==> src/rtl/red_blob_tracker_if.sv <==
// red_blob_tracker_if: pixel stream in, per-frame marker result out
interface red_blob_tracker_if;
  logic        i_valid;
  logic [9:0]  i_x;
  logic [9:0]  i_y;
  logic [7:0]  i_r;
  logic [7:0]  i_g;
  logic [7:0]  i_b;
  logic        i_frame_end;
  logic        o_valid;
  logic        o_found;
  logic [9:0]  o_center_x;
  logic [9:0]  o_center_y;
  logic [2:0]  o_zone;
  logic [18:0] o_count;
  logic        o_overrun;
  modport master (
    output i_valid, i_x, i_y, i_r, i_g, i_b, i_frame_end,
    input  o_valid, o_found, o_center_x, o_center_y, o_zone, o_count, o_overrun
  );
  modport slave (
    input  i_valid, i_x, i_y, i_r, i_g, i_b, i_frame_end,
    output o_valid, o_found, o_center_x, o_center_y, o_zone, o_count, o_overrun
  );
endinterface

==> src/rtl/red_blob_tracker.sv <==
// red_blob_tracker: per-frame red marker centroid, found flag and horizontal zone
module red_blob_tracker #(
  parameter logic [7:0]  R_MIN      = 8'd160,
  parameter logic [7:0]  MARGIN     = 8'd48,
  parameter logic [18:0] MIN_PIXELS = 19'd64,
  parameter logic [9:0]  ZONE1      = 10'd213,
  parameter logic [9:0]  ZONE2      = 10'd427
) (
  input logic clk,
  input logic rst,
  red_blob_tracker_if.slave bus
);
  typedef enum logic [1:0] {ACCUM, DIV_X, DIV_Y, DONE} state_t;
  state_t      r_state, w_next;
  logic [27:0] r_sum_x, r_sum_y, r_snap_x, r_snap_y, r_dvd;
  logic [18:0] r_cnt, r_snap_cnt, r_rem;
  logic [4:0]  r_step;
  logic [9:0]  r_qx, r_qy, r_cx, r_cy;
  logic [2:0]  r_zone;
  logic [18:0] r_count;
  logic        r_valid, r_found, r_overrun;
  logic        w_hit, w_start, w_div, w_last, w_ge, w_found;
  logic [28:0] w_sx_sum, w_sy_sum;
  logic [19:0] w_cnt_sum, w_rem_sh;
  logic [27:0] w_sx_acc, w_sy_acc, w_quo;
  logic [18:0] w_cnt_acc, w_rem_nx;
  logic [2:0]  w_zone;
  assign w_hit = bus.i_valid && (bus.i_r >= R_MIN)
              && ({1'b0, bus.i_r} >= {1'b0, bus.i_g} + {1'b0, MARGIN})
              && ({1'b0, bus.i_r} >= {1'b0, bus.i_b} + {1'b0, MARGIN});
  assign w_sx_sum  = {1'b0, r_sum_x} + {19'd0, bus.i_x};
  assign w_sy_sum  = {1'b0, r_sum_y} + {19'd0, bus.i_y};
  assign w_cnt_sum = {1'b0, r_cnt} + 20'd1;
  assign w_sx_acc  = !w_hit ? r_sum_x : w_sx_sum[28] ? '1 : w_sx_sum[27:0];
  assign w_sy_acc  = !w_hit ? r_sum_y : w_sy_sum[28] ? '1 : w_sy_sum[27:0];
  assign w_cnt_acc = !w_hit ? r_cnt : w_cnt_sum[19] ? '1 : w_cnt_sum[18:0];
  assign w_start   = (r_state == ACCUM) && bus.i_frame_end;
  assign w_div     = (r_state == DIV_X) || (r_state == DIV_Y);
  assign w_last    = r_step == 5'd27;
  assign w_rem_sh  = {r_rem, r_dvd[27]};
  assign w_ge      = w_rem_sh >= {1'b0, r_snap_cnt};
  assign w_rem_nx  = w_ge ? 19'(w_rem_sh - {1'b0, r_snap_cnt}) : w_rem_sh[18:0];
  assign w_quo     = {r_dvd[26:0], w_ge};
  assign w_found   = r_snap_cnt >= MIN_PIXELS;
  assign w_zone    = r_qx < ZONE1 ? 3'b001 : r_qx < ZONE2 ? 3'b010 : 3'b100;
  assign bus.o_valid    = r_valid;
  assign bus.o_found    = r_found;
  assign bus.o_center_x = r_cx;
  assign bus.o_center_y = r_cy;
  assign bus.o_zone     = r_zone;
  assign bus.o_count    = r_count;
  assign bus.o_overrun  = r_overrun;
  // state register
  always_ff @(posedge clk or posedge rst)
    if (rst) r_state <= ACCUM;
    else     r_state <= w_next;
  // frame sequencing: accumulate, divide x then y, publish
  always_comb begin
    w_next = r_state;
    case (r_state)
      ACCUM:   w_next = bus.i_frame_end ? DIV_X : ACCUM;
      DIV_X:   w_next = w_last ? DIV_Y : DIV_X;
      DIV_Y:   w_next = w_last ? DONE : DIV_Y;
      default: w_next = ACCUM;
    endcase
  end
  // saturating accumulators; a frame end restarts them from the same-cycle pixel
  always_ff @(posedge clk or posedge rst)
    if (rst) begin
      r_sum_x <= '0;
      r_sum_y <= '0;
      r_cnt   <= '0;
    end else if (bus.i_frame_end) begin
      r_sum_x <= w_hit ? {18'd0, bus.i_x} : '0;
      r_sum_y <= w_hit ? {18'd0, bus.i_y} : '0;
      r_cnt   <= {18'd0, w_hit};
    end else begin
      r_sum_x <= w_sx_acc;
      r_sum_y <= w_sy_acc;
      r_cnt   <= w_cnt_acc;
    end
  // snapshot of the closing frame, taken only when the divider is free
  always_ff @(posedge clk or posedge rst)
    if (rst) begin
      r_snap_x   <= '0;
      r_snap_y   <= '0;
      r_snap_cnt <= '0;
    end else if (w_start) begin
      r_snap_x   <= w_sx_acc;
      r_snap_y   <= w_sy_acc;
      r_snap_cnt <= w_cnt_acc;
    end
  // restoring divider, one quotient bit per cycle; x result then y result
  always_ff @(posedge clk or posedge rst)
    if (rst) begin
      r_dvd  <= '0;
      r_rem  <= '0;
      r_step <= '0;
      r_qx   <= '0;
      r_qy   <= '0;
    end else if (w_start) begin
      r_dvd  <= w_sx_acc;
      r_rem  <= '0;
      r_step <= '0;
    end else if (w_div) begin
      r_step <= w_last ? 5'd0 : r_step + 5'd1;
      r_rem  <= w_last ? 19'd0 : w_rem_nx;
      r_dvd  <= (w_last && r_state == DIV_X) ? r_snap_y : w_quo;
      if (w_last && r_state == DIV_X) r_qx <= w_quo[9:0];
      if (w_last && r_state == DIV_Y) r_qy <= w_quo[9:0];
    end
  // registered results, updated on the publish cycle; overrun is sticky
  always_ff @(posedge clk or posedge rst)
    if (rst) begin
      r_valid   <= 1'b0;
      r_found   <= 1'b0;
      r_cx      <= '0;
      r_cy      <= '0;
      r_zone    <= '0;
      r_count   <= '0;
      r_overrun <= 1'b0;
    end else begin
      r_valid <= r_state == DONE;
      if (r_state == DONE) begin
        r_count <= r_snap_cnt;
        r_found <= w_found;
        r_zone  <= w_found ? w_zone : 3'b000;
        if (w_found) begin
          r_cx <= r_qx;
          r_cy <= r_qy;
        end
      end
      if (bus.i_frame_end && r_state != ACCUM) r_overrun <= 1'b1;
    end
endmodule
==> src/flat_wrapper.sv <==
// flat-port wrapper written by rule: the top's interface ports become plain ports
module red_blob_tracker_flat 
#(
  parameter logic [7:0]  R_MIN      = 8'd160,
  parameter logic [7:0]  MARGIN     = 8'd48,
  parameter logic [18:0] MIN_PIXELS = 19'd64,
  parameter logic [9:0]  ZONE1      = 10'd213,
  parameter logic [9:0]  ZONE2      = 10'd427
)
  (clk, rst, bus_i_valid, bus_i_x, bus_i_y, bus_i_r, bus_i_g, bus_i_b, bus_i_frame_end, bus_o_valid, bus_o_found, bus_o_center_x, bus_o_center_y, bus_o_zone, bus_o_count, bus_o_overrun);
  red_blob_tracker_if bus_i ();
  input logic clk;
  input logic rst;
  input wire logic [$bits(bus_i.i_valid)-1:0] bus_i_valid;
  input wire logic [$bits(bus_i.i_x)-1:0] bus_i_x;
  input wire logic [$bits(bus_i.i_y)-1:0] bus_i_y;
  input wire logic [$bits(bus_i.i_r)-1:0] bus_i_r;
  input wire logic [$bits(bus_i.i_g)-1:0] bus_i_g;
  input wire logic [$bits(bus_i.i_b)-1:0] bus_i_b;
  input wire logic [$bits(bus_i.i_frame_end)-1:0] bus_i_frame_end;
  output wire logic [$bits(bus_i.o_valid)-1:0] bus_o_valid;
  output wire logic [$bits(bus_i.o_found)-1:0] bus_o_found;
  output wire logic [$bits(bus_i.o_center_x)-1:0] bus_o_center_x;
  output wire logic [$bits(bus_i.o_center_y)-1:0] bus_o_center_y;
  output wire logic [$bits(bus_i.o_zone)-1:0] bus_o_zone;
  output wire logic [$bits(bus_i.o_count)-1:0] bus_o_count;
  output wire logic [$bits(bus_i.o_overrun)-1:0] bus_o_overrun;
  assign bus_i.i_valid = bus_i_valid;
  assign bus_i.i_x = bus_i_x;
  assign bus_i.i_y = bus_i_y;
  assign bus_i.i_r = bus_i_r;
  assign bus_i.i_g = bus_i_g;
  assign bus_i.i_b = bus_i_b;
  assign bus_i.i_frame_end = bus_i_frame_end;
  assign bus_o_valid = bus_i.o_valid;
  assign bus_o_found = bus_i.o_found;
  assign bus_o_center_x = bus_i.o_center_x;
  assign bus_o_center_y = bus_i.o_center_y;
  assign bus_o_zone = bus_i.o_zone;
  assign bus_o_count = bus_i.o_count;
  assign bus_o_overrun = bus_i.o_overrun;
  red_blob_tracker #(.R_MIN(R_MIN), .MARGIN(MARGIN), .MIN_PIXELS(MIN_PIXELS), .ZONE1(ZONE1), .ZONE2(ZONE2)) u_core (.clk(clk), .rst(rst), .bus(bus_i));
endmodule
==> config.mk <==
export PLATFORM = sky130hd
export DESIGN_NAME = red_blob_tracker_flat
export DESIGN_NICKNAME = d
export VERILOG_FILES = /design/src/rtl/red_blob_tracker_if.sv /design/src/rtl/red_blob_tracker.sv /design/src/flat_wrapper.sv
export SDC_FILE = /design/constraint.sdc
export NUM_CORES = 1
export LEC_CHECK = 0
export CORE_ASPECT_RATIO = 0.5
export CORE_UTILIZATION = 30
export CTS_BUF_LIST = sky130_fd_sc_hd__clkbuf_16
export CTS_CLUSTER_DIAMETER = 60
export CTS_CLUSTER_SIZE = 14
export DETAILED_ROUTE_END_ITERATION = 10
export GPL_ROUTABILITY_DRIVEN = 0
export PLACE_DENSITY = 0.58
export SYNTH_ARGS = -nofsm -noshare
export SYNTH_HDL_FRONTEND = slang
export SYNTH_SLANG_ARGS = --single-unit
==> constraint.sdc <==
create_clock -name clk -period 25.8 [get_ports clk]
set_clock_uncertainty 0.2 [all_clocks]
set_input_delay 5.16 -clock clk [delete_from_list [all_inputs] [get_ports clk]]
set_output_delay 5.16 -clock clk [all_outputs]
set_load 0.05 [all_outputs]
Yosys cells after proc, flatten, opt, wreduce, memory -nomap -nowiden
Index checks and enable logic that the tools add are counted.
Widths: inputs -> output; s select.
- $add $sub $neg: 7
- mux-type cells: 28
- equal/unequal tests: 4
- reductions and logical operators: 14
- $lt $le $gt $ge: 7
- bitwise logic cells: 1
- operators by type and width (cell ; count):
    $mux 28 ; 9
    $mux 19 ; 7
    $add 28x10->29 ; 2
    $add 19x1->20 const B ; 1
    $ge 20x19->1 ; 1
    $mux 10 ; 2
    $ge 19x7->1 const B ; 1
    $sub 19x19->19 ; 1
    $add 8x6->9 const B ; 2
    $ge 8x9->1 ; 2
    $mux 5 ; 3
    $lt 10x8->1 const B ; 1
    $lt 10x9->1 const B ; 1
    $mux 3 ; 3
    $ge 8x8->1 const B ; 1
    $logic_and 1x1->1 ; 7
    $pmux 2 s3 ; 1
    $reduce_and 3->1 ; 2
    $add 5x1->5 const B ; 1
    $eq 5x5->1 const B ; 1
    $eq 2x2->1 const B ; 2
    $reduce_bool 2->1 ; 2
    $eq 2x1->1 const B ; 1
    $logic_not 2->1 ; 1
    5 further kinds ; 6
- output and inout port bits: 45
- register bits after elaboration: 241
- input port bits: 48

Logic depth before layout (Yosys ltp)
Gate-level depths: netlist of run 1.
- depth after elaboration: 6
- depth in mapped cells: 13
- mapped depth without buffers: 11

Least setup slack after synthesis of run 1
No wires, ideal clock.
- path kind: input port to flip-flop
- start: in bus_i_g[4]
- end: reg u_core.r_snap_cnt[6]
- arrival: 7.363 ns
- stages on the path: 11
- required time: 25.475 ns
- setup slack: 18.112 ns
- buffers on the path: 0
- cells stage by stage: inv_1 -> ha_1 -> xor2_1 -> ha_1 -> nand3_1 -> nor2_1 -> a21oi_1 -> a211oi_4 -> nand3_1 -> mux2_2 -> mux2_2
- word-level cells in the longest chain between the ends: 5
- RTL lines (item ; line ; source):
    start, declared ; flat_wrapper.sv:18 ; input wire logic [$bits(bus_i.i_g)-1:0] bus_i_g;
    $add 8x6->9 ; red_blob_tracker.sv:29 ; && ({1'b0, bus.i_r} >= {1'b0, bus.i_g} + {1'b0, MARGIN})
    $ge 8x9->1 ; red_blob_tracker.sv:29 ;
    $logic_and 1x1->1 ; red_blob_tracker.sv:29 ;
    $logic_and 1x1->1 ; red_blob_tracker.sv:30 ; && ({1'b0, bus.i_r} >= {1'b0, bus.i_b} + {1'b0, MARGIN});
    $mux 19 ; red_blob_tracker.sv:36 ; assign w_cnt_acc = !w_hit ? r_cnt : w_cnt_sum[19] ? '1 : w_cnt_sum[18:0];
    end signal, assigned ; red_blob_tracker.sv:91 ; r_snap_cnt <= w_cnt_acc;
    end, declared ; red_blob_tracker.sv:16 ; logic [18:0] r_cnt, r_snap_cnt, r_rem;
No other way between the ends.
A chain may end at the register's enable or synchronous reset.

Worst setup path after layout of run 1
- start: in bus_i_g[4]
- end: reg u_core.r_snap_cnt[13]
Same word-level chain as after synthesis.

==> results of run 1 <==
==> logic make-up after synthesis <==
kind of cell	Yosys count
AOI/OAI and AO/OA	385
xor gates and xnor gates	45
adders and majority gates	66
buffers and inverters	116
DFF	241
muxes	84
and+or+nand+nor	458
==> area by class of cell <==
type / instances / area (sq um) / share of cell area [%]
clock inverter: 10 / 87.58 / 0.5656
clock buffer: 22 / 550.5 / 3.555
tap: 588 / 735.7 / 4.751
timing repair buffer: 104 / 1006 / 6.496
multi-input combinational: 1038 / 6918 / 44.67
inverter: 40 / 157.7 / 1.018
sequential: 241 / 6031 / 38.94
==> cell usage in the layout, fill, tap and decap left out, types with 16 or more instances in the layout <==
cell and n:
dfrtp_1 241, nand4_1 22, clkdlybuf4s50_1 91, mux2_2 60, o211ai_1 42, a21o_1 22
a21oi_1 72, clkbuf_16 22, mux2i_1 23, o22ai_1 16, ha_1 62, xor2_1 30
o21ai_0 120, nand2_1 137, inv_1 43, nor2_1 88, nand3_1 118
==> worst max-delay path by stage <==
stage / start / end / slack [ns] / cells after the start
CTS: bus_i_g[4] / u_core.r_snap_cnt[13] / 17.36 / 13
finish: bus_i_g[4] / u_core.r_snap_cnt[13] / 17.34 / 13
floorplan: rst / u_core.bus.o_center_x[0] / 13.82 / 1
detailed placement: bus_i_g[4] / u_core.r_snap_cnt[13] / 16.79 / 13
global placement: bus_i_g[4] / u_core.r_snap_cnt[13] / 16.86 / 13
global route: bus_i_g[4] / u_core.r_snap_cnt[13] / 17.07 / 13
==> sequential cells by signal, summed over array words and instances (netlist names), 3 cells and up <==
| signal | cells |
|---|---|
| u_core.bus.o_count | 19 |
| u_core.r_step | 5 |
| u_core.bus.o_center_x | 10 |
| u_core.r_sum_x | 28 |
| u_core.r_dvd | 28 |
| u_core.bus.o_center_y | 10 |
| u_core.r_qx | 10 |
| u_core.r_qy | 10 |
| u_core.r_snap_cnt | 19 |
| u_core.bus.o_zone | 3 |
| u_core.r_cnt | 19 |
| u_core.r_sum_y | 28 |
| u_core.r_rem | 19 |
| u_core.r_snap_y | 28 |
==> report_power, final <==
part           internal, W  switching (W)
Combinational     0.000151       0.000202
Sequential        0.000425      0.0000432
Clock             0.000164       0.000148
==> per-stage QoR <==
stage	area, sq um	total power (W)	hold WS, ns	instances
CTS	15490	0.001141	0.2863	2043
global placement	14850	0.0008212	0.2617	2011
detailed placement	14850	0.0008263	0.2715	2011
finish	15490	0.001132	0.2846	2043
floorplan	13420	0.0007412	0.2444	1395
global route	15490	0.001207	0.3119	2043
==> per-layer routing <==
metal	GRT usage (%)	vias to the layer above	share of wire, %
li1	-	5179	-
met1	20.75	5142	48
met2	25.45	160	47
met3	2.053	31	3.1
met4	2.843	0	1.5
met5	0	-	0
==> worst max-delay path, stage by stage <==
cell	delay (ns)
clkdlybuf4s50_1	0.50
inv_1	0.05
ha_1	0.22
xor2_1	0.15
ha_1	0.30
nand3_1	0.10
nor2_1	0.12
a21oi_1	0.23
a211oi_4	0.30
buf_4	0.68
nand3_1	0.17
mux2_1	0.36
mux2_2	0.26
==> out/qor.yml, run 1 <==
floorplanning:
  start_util_pct: 30.60
  die-area_sq_um: 45630
  die_y_um: 151.6
  core_area_sq_um: 43850
  ios: 93
  placementRows: 54
  fp.dieW_um: 301.1
cts:
  clockBufferDepth: 3
  clk_pin_slew_ns: 0.07
  worstSkewPairLatency_ns: 0.54
  cts_setup_buffers: 0
  cts_resized: 0
  hold_buffers: 0
  cts_tree: "yes"
  cts_buffers: 22
  numClockSinks: 241
  htreeDepth: 1
  cts-root-buf: "clkbuf_16"
worst_setup_path:
  rr_startpoint: "u_core.r_sum_y[0]"
  cp_data_arrival_time_ns: 8.69
  r2r_end: "u_core.r_snap_y[11]"
  required_ns: 26.02
  start_kind: "primary input"
  critical_path_class: "in2reg"
  setup.worst_path.end_class: "flip-flop"
  ff2ff_setup_slack_ns: 22.24
  path_max_fanout: 82
  r2r_cells: 9
sta:
  period_needed_ns: 8.463
  maxSlewViolCount: 0
  period_share_pct: 32.80
  tns_ns: 0
  rsz0062_at_grt: "false"
  slew_headroom_pct: 29.32
  tightest_slew_ns: 1.060
  hold_viol: 0
  fmax_mhz: 118.2
  finalSetupViolations: 0
  setup_ws_ns: 17.34
synthesis:
  synth.largest_area_cell: "dfrtp_1"
  yosysSeqAreaShare_pct: 44.94
  synth_most_common_cell: "dfrtp_1"
  synth_top_family_by_area: "compound AO/OA/AOI/OAI gates"
  yosysTopAreaCellShare_pct: 44.94
  synth_ff_type: "dfrtp_1"
  synth-async-reset-ratio_pct: 100.0
  avgSynthCellArea_sq_um: 9.619
  synth_edf_count: 0
  synth_compound_area_share_pct: 18.65
  synth-seq-cells: 241
  muxShareOfSynthArea_pct: 6.834
  synth_nets: 1509
  synth_adder_area_share_pct: 6.322
  synth_area_leaders: "dfrtp_1, ha_1, mux2_2"
  yosys_warnings: 0
  synth-simple-area-share_pct: 16.66
  syn_inst: 1395
  post_synth_num_cell_types: 81
  synth-xor-area-share_pct: 2.937
  netlist_area_sq_um: 13420
  synth_commonest_cells: "dfrtp_1, nand2_1, o21ai_0, nand3_1, nor2_1"
power:
  ir_worst_vdd_mv: 0.04159
  power_leakage_nw: 6.759
  power.density_nw_per_um2: 73.09
place:
  io_buffers: 92
  pre_cts_slack_ns: 16.79
  place_hpwl_um: 23490
hold_path:
  hp-class: "reg2reg"
  holdPathStages: 2
  hold_start: "u_core.r_snap_y[3]"
  hold-path-endpoint: "u_core.r_snap_y[3]"
detailed_routing:
  dr.pass1.iters: 5
  vias_per_cell: 5.145
  drt-initial-drc-count: 663
  drc: 0
  drt-wirelength-per-cell_um: 16.54
  wl_um: 33790
  vias: 10510
  ant_nets: 0
run_status:
  status: "finished, final reports clean"
global_routing:
  antenna_found_initial: 0
  overflow: 0
  grt_pass1_vias: 10410
  grt_max_degree: 115
  grt_use_total_pct: 15.08
  grt_pass1_wl_um: 56110
finish:
  final_nets: 1561
  diodes: 0
  finish.utilization_pct: 35.32
  areaGrowthSynthToFinish_pct: 15.40
  filler_cell_count: 4444
  drive_above_1_share_pct: 10.17
job:
  maxCapViolations: 0
No activity file was read; power rests on OpenSTA's default activity.
==> inputs of run 2 (changes only) <==
==> constraint.sdc (replaced) <==
create_clock -name clk -period 8.9 [get_ports clk]
set_clock_uncertainty 0.2 [all_clocks]
set_input_delay 1.78 -clock clk [delete_from_list [all_inputs] [get_ports clk]]
set_output_delay 1.78 -clock clk [all_outputs]
set_load 0.05 [all_outputs]
==> run 2 against run 1 <==
Wire length shrank 1.3%. Non-clock buffer count decreased by 2. Global-route usage decreased by 0.29 points. Sequential cell count stayed put. Combinational power increased to 2.9 times the previous value. Die area stayed put. Setup slack got worse by 14 ns. Critical path depth decreased by 1.
==> out/qor.yml, run 2 (synthesis results as in run 1) <==
finish:
  layout.cells.non_filler: 2043  # unchanged
  mostFrequentLayoutCells: "dfrtp_1, nand2_1, o21ai_0, nand3_1, clkdlybuf4s50_1"
  final_common_cell: "dfrtp_1"
  filler_cell_count: 4406  # -0.86%
  drive_above_1_share_pct: 10.24  # +0.069 points
  final_nets: 1560  # -0.064%
  areaGrowthSynthToFinish_pct: 15.37  # about the same
  diodes: 0  # unchanged
worst_setup_path:
  required_ns: 9.07  # -16.95 ns
  worst_path_max_delay_cell: "a211o_1"
  max_stage_delay_ns: 0.80  # +0.12 ns
  path_delay_family: "compound AO/OA/AOI/OAI gates"
  path_buf_inv: 2  # -1
  worstPathCellList: "clkdlybuf4s50_1 > inv_1 > ha_1 > xor2_1 > ha_1 > nand3_1 > nor2_1 > a21oi_1 > a211o_1 > or2_1 > a21boi_0 > o21ai_0"
  path_max_fanout: 22  # -73%
  rr_startpoint: "u_core.r_sum_x[0]"
  crit_path_frequent_cell: "ha_1"
  cp_data_arrival_time_ns: 5.51  # -3.18 ns
  critical_path_class: "in2reg"
  startpoint: "bus_i_g[4]"
  setup.worst_path.end_class: "flip-flop"
  start_kind: "primary input"
run_status:
  status: "finished, final reports clean"
sta:
  tns_ns: 0  # unchanged
  period_needed_ns: 5.347
  maxSlewViolCount: 0  # unchanged
  finalSetupViolations: 0  # unchanged
  fmax_mhz: 187.0
  slew_headroom_pct: 25.91  # -3.4 points
  tightest_slew_ns: 1.111  # +0.05118 ns
  rsz0062_at_grt: "false"
  hold_viol: 0  # unchanged
  period_share_pct: 60.07
floorplanning:
  die-area_sq_um: 45630  # unchanged
  die_y_um: 151.6  # unchanged
  start_util_pct: 30.60  # unchanged
  ios: 93  # unchanged
  fp.dieW_um: 301.1  # unchanged
  placementRows: 54  # unchanged
  core_area_sq_um: 43850  # unchanged
cts:
  cts_tree: "yes"
  numClockSinks: 241  # unchanged
  cts_resized: 0  # unchanged
  cts_buffers: 23  # +4.5%
  cts_setup_buffers: 0  # unchanged
  cts-root-buf: "clkbuf_16"
  hold_buffers: 0  # unchanged
  clockBufferDepth: 3  # unchanged
  htreeDepth: 1  # unchanged
  clk_pin_slew_ns: 0.07  # about the same
  worstSkewPairLatency_ns: 0.54  # about the same
detailed_routing:
  drt-wirelength-per-cell_um: 16.33  # -1.3%
  met3_length_um: 978  # -6.8%
  top_layer_used: "met4"
  ant_nets: 0  # unchanged
  wl_met1_um: 15970  # -2.1%
  wl_um: 33360  # -1.3%
  vias: 10610  # +0.88%
  dr.pass1.iters: 7  # +2
  vias_per_cell: 5.191  # +0.88%
  dr_wl_met2_um: 15800  # -0.79%
  drc: 0  # unchanged
  drt-initial-drc-count: 740  # +12%
global_routing:
  overflow: 0  # unchanged
  grt_use_total_pct: 14.79  # -0.29 points
  antenna_found_initial: 0  # unchanged
  grt_pass1_wl_um: 54880  # -2.2%
  grt_max_degree: 137  # +19%
  grt_pass1_vias: 10240  # -1.6%
power:
  power.density_nw_per_um2: 212.0  # +190%
  power_leakage_nw: 6.754  # about the same
  ir_worst_vdd_mv: 0.1368  # +230%
hold_path:
  hp-class: "reg2reg"
  hold_start: "u_core.r_snap_y[10]"
place:
  dpl.cell_count: 2009  # -0.099%
  place_hpwl_um: 23230  # -1.1%
  io_buffers: 92  # unchanged
job:
  maxCapViolations: 0  # unchanged
run 2: cell types whose count changed in the layout (fill, tap and decap cells not counted):
cell	before	now
inv_1	43	42
clkbuf_16	22	23
bufinv_16	1	0
inv_6	0	2
clkinv_8	1	0
buf_4	12	10
clkinv_4	0	2
run 2: final cells by class:
type	instances	area [sq um]	share of cell area, %
inverter	40	157.7	1.018
clock buffer	23	575.6	3.718
multi-input combinational	1038	6918	44.69
clock inverter	11	72.57	0.4688
timing repair buffer	102	991.0	6.401
sequential	241	6031	38.96
tap	588	735.7	4.752
run 2: metal layers:
metal  GRT usage [%]  up-vias
met4           3.173        0
met3           1.811       43
met5               0        -
met1           20.16     5226
met2           25.21      160
li1                -     5176
run 2: report_power, final:
group / total, W / internal (W) / leakage (nW) / switching [W]
registers: 0.00135 / 0.00123 / 3.23 / 0.000124
clock network: 0.000915 / 0.000470 / 0.319 / 0.000444
logic: 0.00101 / 0.000436 / 3.20 / 0.000576
run 2: worst paths after layout:
check | to | slack [ns] | depth (start not counted)
min in group asynchronous | u_core.r_sum_y[25] | 1.63 | 2
worst max register to register | u_core.r_dvd[26] | 5.27 | 9
worst min-delay path | u_core.r_snap_y[10] | 0.28 | 2
max in group asynchronous | u_core.r_sum_x[10] | 5.43 | 3
worst min register to register | u_core.r_snap_y[10] | 0.28 | 2
worst max-delay path | u_core.r_snap_y[13] | 3.55 | 12
run 2: worst min-delay path, cell delays in order, from the launching register on:
cell,delay [ns]
dfrtp_1,0.34
nand2_1,0.05
o21ai_0,0.06
run 2: stage by stage:
stage	setup WS, ns	area, sq um	hold slack, ns	util (%)	power (W)
6_report	3.553	15480	0.2833	35.31	0.003282
5_1_grt	3.283	15480	0.3096	35.31	0.003497
4_1_cts	3.549	15480	0.2855	35.31	0.003306
3_5_place_dp	3.003	14830	0.2706	33.83	0.002387
3_3_place_gp	3.143	14830	0.2614	33.83	0.002376
2_1_floorplan	0.3035	13420	0.2444	-	0.002149
